**src/rtl/ir_nec_decoder.sv**
```systemverilog
// NEC IR remote decoder: microsecond-timed pulse classifier and LSB-first frame assembler.
// Define IR_CHECKSUM_EN to reject frames whose command byte fails its inverted copy.
module ir_nec_decoder #(
    parameter int CLK_FREQ_HZ = 50_000_000,
    parameter int TIMEOUT_US  = 12000
) (
    input  logic        clk,
    input  logic        reset,
    input  logic        ir_rx,
    output logic [31:0] ir_command,
    output logic        ir_data_ready,
    output logic        ir_repeat,
    output logic        ir_frame_error,
    output logic        busy
);
    localparam int DIV = CLK_FREQ_HZ / 1_000_000;
    localparam int PW = (DIV > 1) ? $clog2(DIV) : 1;
    localparam logic [PW-1:0] PMAX = PW'(DIV - 1);

    typedef enum logic [2:0] {
        IDLE,
        LEADER_MARK,
        LEADER_SPACE,
        BIT_MARK,
        BIT_SPACE,
        REPEAT_MARK
    } state_t;

    state_t        state, state_n;
    logic          s1, s2, s3;
    logic          fall, rise, any_edge;
    logic [PW-1:0] presc;
    logic [13:0]   dur, dur_eff;
    logic          wrap;
    logic [31:0]   shreg, shreg_n;
    logic [5:0]    bit_cnt, cnt_n;
    logic          frame_seen;
    logic          done, rep, accept, reject;

    function automatic logic in_win(input logic [13:0] d, input int lo, input int hi);
        return (int'(d) >= lo) && (int'(d) <= hi);
    endfunction

    always_ff @(posedge clk) begin
        if (reset) begin
            s1 <= 1'b1;
            s2 <= 1'b1;
            s3 <= 1'b1;
        end else begin
            s1 <= ir_rx;
            s2 <= s1;
            s3 <= s2;
        end
    end

    assign fall     = s3 & ~s2;
    assign rise     = ~s3 & s2;
    assign any_edge = fall | rise;
    assign wrap     = (presc == PMAX);

    // Length of the level that ends this cycle, counting the current tick
    assign dur_eff = (wrap && dur != 14'h3FFF) ? dur + 14'd1 : dur;

    always_ff @(posedge clk) begin
        if (reset || any_edge) begin
            presc <= '0;
            dur   <= '0;
        end else if (wrap) begin
            presc <= '0;
            if (dur != 14'h3FFF) dur <= dur + 14'd1;
        end else begin
            presc <= presc + 1'b1;
        end
    end

    always_comb begin
        state_n = state;
        shreg_n = shreg;
        cnt_n   = bit_cnt;
        done    = 1'b0;
        rep     = 1'b0;
        unique case (state)
            IDLE: if (fall) state_n = LEADER_MARK;
            LEADER_MARK: if (rise) begin
                state_n = in_win(dur_eff, 8000, 10000) ? LEADER_SPACE : IDLE;
            end
            LEADER_SPACE: if (fall) begin
                if (in_win(dur_eff, 4000, 5000)) begin
                    cnt_n   = '0;
                    state_n = BIT_MARK;
                end else if (in_win(dur_eff, 2000, 2500)) begin
                    state_n = REPEAT_MARK;
                end else begin
                    state_n = LEADER_MARK;
                end
            end
            BIT_MARK: if (rise) begin
                if (!in_win(dur_eff, 400, 700)) begin
                    state_n = IDLE;
                end else if (bit_cnt == 6'd32) begin
                    done    = 1'b1;
                    state_n = IDLE;
                end else begin
                    state_n = BIT_SPACE;
                end
            end
            BIT_SPACE: if (fall) begin
                if (in_win(dur_eff, 400, 700) || in_win(dur_eff, 1400, 1900)) begin
                    shreg_n = {in_win(dur_eff, 1400, 1900), shreg[31:1]};
                    cnt_n   = bit_cnt + 6'd1;
                    state_n = BIT_MARK;
                end else begin
                    state_n = LEADER_MARK;
                end
            end
            REPEAT_MARK: if (rise) begin
                rep     = in_win(dur_eff, 400, 700) & frame_seen;
                state_n = IDLE;
            end
            default: state_n = IDLE;
        endcase
        // A stuck level abandons the frame; an edge this cycle takes priority
        if (state != IDLE && !any_edge && int'(dur) >= TIMEOUT_US) state_n = IDLE;
    end

`ifdef IR_CHECKSUM_EN
    logic chk_ok;
    assign chk_ok = (shreg[31:24] == ~shreg[23:16]);
    assign accept = done & chk_ok;
    assign reject = done & ~chk_ok;

    always_ff @(posedge clk) begin
        if (reset) ir_frame_error <= 1'b0;
        else       ir_frame_error <= reject;
    end
`else
    assign accept = done;
    assign reject = 1'b0;
    assign ir_frame_error = reject;
`endif

    always_ff @(posedge clk) begin
        if (reset) begin
            state         <= IDLE;
            shreg         <= '0;
            bit_cnt       <= '0;
            frame_seen    <= 1'b0;
            ir_command    <= '0;
            ir_data_ready <= 1'b0;
            ir_repeat     <= 1'b0;
            busy          <= 1'b0;
        end else begin
            state         <= state_n;
            shreg         <= shreg_n;
            bit_cnt       <= cnt_n;
            ir_data_ready <= accept;
            ir_repeat     <= rep;
            busy          <= (state_n != IDLE);
            if (accept) begin
                ir_command <= shreg;
                frame_seen <= 1'b1;
            end
        end
    end
endmodule

```
**config.mk**
```make
export PLATFORM = sky130hd
export DESIGN_NAME = ir_nec_decoder
export DESIGN_NICKNAME = d
export VERILOG_FILES = /design/src/rtl/ir_nec_decoder.sv
export SDC_FILE = /design/constraint.sdc
export NUM_CORES = 1
export LEC_CHECK = 0
export BUFFER_PORTS_ARGS = -buffer_cell sky130_fd_sc_hd__buf_2
export CAP_MARGIN = 20
export CORE_ASPECT_RATIO = 1.5
export CORE_UTILIZATION = 54
export CTS_CLUSTER_DIAMETER = 200
export DETAILED_ROUTE_END_ITERATION = 16
export GPL_TIMING_DRIVEN = 0
export PLACE_DENSITY = 0.82
export SETUP_SLACK_MARGIN = 0.4
export SYNTH_ARGS = -nofsm -noshare
export SYNTH_HDL_FRONTEND = slang
export SYNTH_SLANG_ARGS = --single-unit
```
**constraint.sdc**
```tcl
create_clock -name clk -period 3.8 [get_ports clk]
set_clock_uncertainty 0.2 [all_clocks]
set_input_delay 0.38 -clock clk [delete_from_list [all_inputs] [get_ports clk]]
set_output_delay 0.38 -clock clk [all_outputs]
set_load 0.05 [all_outputs]
```
# After elaboration in Yosys (flattened, before gate mapping)
# Cells that the tools add are included.
[classes]
muxes = 24
n_lt_le_gt_ge = 11
reduce_logical = 20
n_eq_ne = 12
addsub = 3
n_bitwise = 8
[ops]
columns = ["op", "count"]
rows = [
  ["$mux 3", 11],
  ["$ge 14x11->1 const B", 2],
  ["$mux 6", 4],
  ["$pmux 3 s6", 1],
  ["$add 14x1->14 const B", 1],
  ["$ge 14x12->1 const B", 1],
  ["$ge 14x13->1 const B", 1],
  ["$ge 14x14->1 const B", 1],
  ["$ge 14x9->1 const B", 1],
  ["$le 14x10->1 const B", 1],
  ["$le 14x11->1 const B", 1],
  ["$le 14x12->1 const B", 1],
  ["$le 14x13->1 const B", 1],
  ["$le 14x14->1 const B", 1],
  ["$mux 14", 1],
  ["$ne 14x14->1 const B", 1],
  ["$add 6x1->6 const B", 2],
  ["$eq 6x6->1 const B", 2],
  ["$pmux 6 s2", 1],
  ["$logic_and 1x1->1", 8],
  ["$ne 2x2->1 const B", 4],
  ["$eq 3x2->1 const B", 2],
  ["$eq 3x3->1 const B", 2],
  ["$reduce_bool 3->1", 2],
  ["other kinds (15)", 25],
]
[word_totals]
reg_bits = 100
word_cells = 91

# Depth between registers and ports, before layout
[logic_depth]
word_depth = 11
mapped_depth = 16
ltp_nobuf = 12

# Least setup slack after synthesis
# No wires, ideal clock.
[synth_path]
kind = "register -> register"
start = "register presc[0]"
end = "register ir_command[22]"
t_arrival_ns = 3.528
slack_ns = -0.060
required_time_ns = 3.468
period_less_slack_ns = 3.860
path_stages_with_launch = 15
setup_ns = 0.132
cell_sequence = "dfxtp_1 -> ha_1 -> or3b_1 -> clkbuf_1 -> or4_1 -> clkbuf_1 -> o31a_1 -> nor4_2 -> nor3b_1 -> nand2_1 -> or4_1 -> buf_2 -> buf_6 -> nand2_1 -> a21oi_1"
[synth_between]
elab_chain_cells = 8
word_cells_on_any_way = 9
[synth_rtl]
columns = ["element", "line_no", "text"]
rows = [
  ["from (decl)", "32", "logic [PW-1:0] presc;"],
  ["from (signal assigned)", "72", "presc <= presc + 1'b1;"],
  ["$eq 6x6->1 *", "59", "assign wrap = (presc == PMAX);"],
  ["$logic_and 1x1->1 *", "62", "assign dur_eff = (wrap && dur != 14'h3FFF) ? dur + 14'd1 : dur;"],
  ["$mux 14 *", "62", ""],
  ["$ge 14x9->1 or $le 14x10->1 (tied branches)", "41", "return (int'(d) >= lo) && (int'(d) <= hi);"],
  ["$logic_and 1x1->1 *", "41", ""],
  ["$mux 1 *", "98", "if (!in_win(dur_eff, 400, 700)) begin"],
  ["$mux 1 *", "97", "BIT_MARK: if (rise) begin"],
  ["$mux 1 *", "82", "unique case (state)"],
  ["to (signal assigned)", "160", "ir_command <= shreg;"],
  ["to (decl)", "10", "output logic [31:0] ir_command,"],
]
# Every way passes the cells marked *; elsewhere a longest branch is shown, timed or not.
# A chain may end at the register's enable or synchronous reset.

# Worst setup path after layout
[layout_path]
start = "register presc[1]"
end = "register shreg[3]"
[layout_between]
elab_chain_cells = 7
word_cells_on_any_way = 11
[layout_rtl]
columns = ["element", "line_no", "text"]
rows = [
  ["$eq 6x6->1 *", "59", ""],
  ["$logic_and 1x1->1 *", "62", ""],
  ["$mux 14 *", "62", ""],
  ["$ge 14x9->1 (tied with other cells)", "41", ""],
  ["$logic_and 1x1->1", "41", ""],
  ["$logic_or 1x1->1 *", "108", "if (in_win(dur_eff, 400, 700) || in_win(dur_eff, 1400, 1900)) begin"],
  ["$reduce_and 3->1 (no line) *", "n/a", ""],
  ["to (signal assigned)", "154", "shreg <= shreg_n;"],
  ["to (decl)", "35", "logic [31:0] shreg, shreg_n;"],
]
# Marked as above.

==> metrics.txt <==
Top FF cell, synth=dfxtp_1; FF/Latch Area=2010 sq um; routability congestion estimate from global placement=roughly 0.93; Inserted Diodes=0; wire per inst=19.6 um; core area=8460 sq um; DR vias=4,740; final hold vios=0; register area share after synthesis=0.422; largest net degree at the start of global routing=17; layout cells sized above 1=0.315; final core area utilization=0.769; Initial Util=0.561; Netlist cell types=just under 60; Clock Pin Slew Worst Setup and Hold Paths=0.07 ns; die area=9180 sq um; Max H-tree Level=3; simple-gate area share of the yosys netlist=0.259; Tcrit/Tclk final=1.05; worst hold path class=input port to flop; most common cell after layout, fill and taps aside=dfxtp_1; initial DRC count=about 290; Crit Path Class=flop to flop; Rows=41; worst path required time=3.80 ns; Buf/Inv on CP=6; Top delay family on crit path=simple AND/OR/NAND/NOR gates; status=complete, but fails checks; worst skew pair latency=0.34 ns; global-route wire length before repair=~20 mm; CTS root buf=clkbuf_16; Port Buffer Count=37; max_cap viols=0; Seq cells post-synth=100; RSZ-0062 raised after global routing=true; DRC violations left=0; area of the multi-input gates=3080 sq um; Post-DRT Antenna Nets=0; mux share of post-synthesis cell area=0.0804; post-DP HPWL=8.02 mm; Setup WS post-layout=-0.181 ns; Slew Viols, Final=0; worst path arrival time=3.98 ns; Total Neg Setup Slack=-5.19 ns; CP cell instances=inv_2 -> ha_4 -> or3b_4 -> buf_8 -> or4_4 -> buf_8 -> or4_4 -> nand3_2 -> nand4b_1 -> mux2i_2 -> buf_4 -> a32oi_4 -> nor2_4 -> buf_12 -> buf_12 -> mux2i_1 -> nor2_1; Post-Syn Nets=586; vias in the first global route=4,432; Post-Synth Adder-Cell Area=0.0211; TritonRoute pass-1 iters=5; post-synth top area share=0.422; Post-synth EDFFs=0; routed wire length=between 15 and 20 mm; Filler cells=roughly 530; antenna violations before repair=0; yosys warns=0; leading area contributor after synthesis=dfxtp_1; CTS Sinks=100; GRT Util Overall=0.277; CP Max Fanout=6; top post-synthesis cells by area=dfxtp_1 (42%), mux2i_1 (7.8%), nand2_1 (6.7%); Setup-failing EPs final=66; PD cells=317 nW/um^2; CP max stage cell=or4_4; fmax=251 MHz; Slowest Stage Delay on Critical Path=approximately 0.43 ns; xor-xnor portion of the synthesized cell area=0.0258; Worst VDD drop=0.375 mV; crit start category=flop; nets@finish=671; final worst path period need=~4.0 ns; commonest cells after routing, fill and taps aside=dfxtp_1 (96), nor2_1 (68), nand2_1 (55); Synth Cell Area=4750 sq um; Mapped Avg Cell Area=between 8 and 9 sq um; clk buf depth=2; violated checks=setup timing; Slew @ Worst Pin=0.732 ns; fraction of registers with async set/reset=0; GRT overflow=0; Vias per Instance=6.15; CP Capture Type=flop; Syn Inst Count=575; leakage power=2.38 nW; largest family of logic cells by synthesized area=simple AND/OR/NAND/NOR gates; CTS tree=done; Relative slew margins=0.507; Layout area overhead=37.1%; I/O pin count=39; die width=78.6 um; Die Ht=117 um; total CTS buffers=9; compound-gate portion of the synthesized area=0.141
==> report_power, final <==
group	switching [mW]	total [mW]	internal (mW)	leakage [nW]
Combinational	0.0453	0.0707	0.0254	1.42
Sequential	0.00448	1.06	1.05	0.808
Clock	0.405	0.937	0.531	0.147
==> final cells by class <==
cell class / instances / share of cell area
buffer: 37 / 0.0444
clock buffer: 11 / 0.0373
clock inverter: 4 / 0.00865
inverter: 16 / 0.00923
multi-input combinational: 422 / 0.473
sequential: 100 / 0.309
tap: 107 / 0.0206
timing repair buffer: 74 / 0.0984
==> worst paths after layout <==
kind	start	end	slack, ns	depth (start not counted)
min	ir_rx	s1	0.03	2
min reg2reg	s1	s2	0.25	1
max	presc[1]	shreg[3]	-0.18	17
max reg2reg	presc[1]	shreg[3]	-0.18	17
==> cell usage after synthesis (all sizes together), types with 7 or more instances <==
cell / instances
a21oi: 48
buf: 11
clkbuf: 26
dfxtp: 100
ha: 8
inv: 16
mux2i: 37
nand2: 85
nand2b: 10
nand3: 24
nand4: 12
nor2: 71
nor3: 7
nor4: 11
o21ai: 13
xnor2: 8
==> worst reg2reg max path, cell delays in order, from the launching register on <==
cell and delay, ns:
dfxtp_2 0.32, inv_2 0.06, ha_4 0.12, or3b_4 0.37, buf_8 0.14, or4_4 0.43, buf_8 0.15, or4_4 0.42
nand3_2 0.07, nand4b_1 0.13, mux2i_2 0.29, buf_4 0.18, a32oi_4 0.07, nor2_4 0.20, buf_12 0.17, buf_12 0.14
mux2i_1 0.27, nor2_1 0.11
==> metal layers <==
metal  track usage  wire [um]  vias to the layer above
li1              -          -                     2166
met1         0.272       5410                     2282
met2         0.522       8270                      217
met3        0.0504        730                       75
met4         0.190        727                        0
met5             0          0                        -
==> through the flow <==
step | area (sq um) | cells | setup slack, ns | hold WS (ns) | power, mW
4_1_cts | 5950 | 758 | 0.0140 | 0.0152 | 2.04
5_1_grt | 6510 | 771 | -0.227 | 0.0236 | 2.12
3_3_place_gp | 5140 | 719 | -0.463 | 0.190 | 1.13
2_1_floorplan | 4820 | 575 | 0.273 | 0.189 | 1.12
6_report | 6510 | 771 | -0.181 | 0.0341 | 2.06
3_5_place_dp | 5140 | 719 | -0.460 | 0.198 | 1.13
==> cells by family after synthesis <==
| group | Yosys count |
|---|---|
| simple gates | 256 |
| xor+xnor | 14 |
| mux | 38 |
| compound gates | 105 |
| flops | 100 |
| other cells | 1 |
| buf+inv | 53 |
| fa+ha+maj | 8 |
==> state kept, by name, indices dropped and copies added (netlist names) <==
| register | cells |
|---|---|
| bit_cnt | 6 |
| busy | 1 |
| ir_command | 32 |
| s1 | 1 |
| presc | 6 |
| ir_data_ready | 1 |
| shreg | 32 |
| s3 | 1 |
| dur | 14 |
| ir_repeat | 1 |
| s2 | 1 |
| frame_seen | 1 |
| state | 3 |
==> repair_timing <==
| item | in CTS | in global routing |
|---|---|---|
| buffers inserted | 21 | 9 |
| resized for setup | 64 | 93 |
| pin swaps | 10 | 23 |
| hold buffers | 0 | 0 |
| endpoints found under the setup margin | 76 | 76 |
| cloned | 3 | 4 |
No activity file was read; power rests on OpenSTA's default activity.
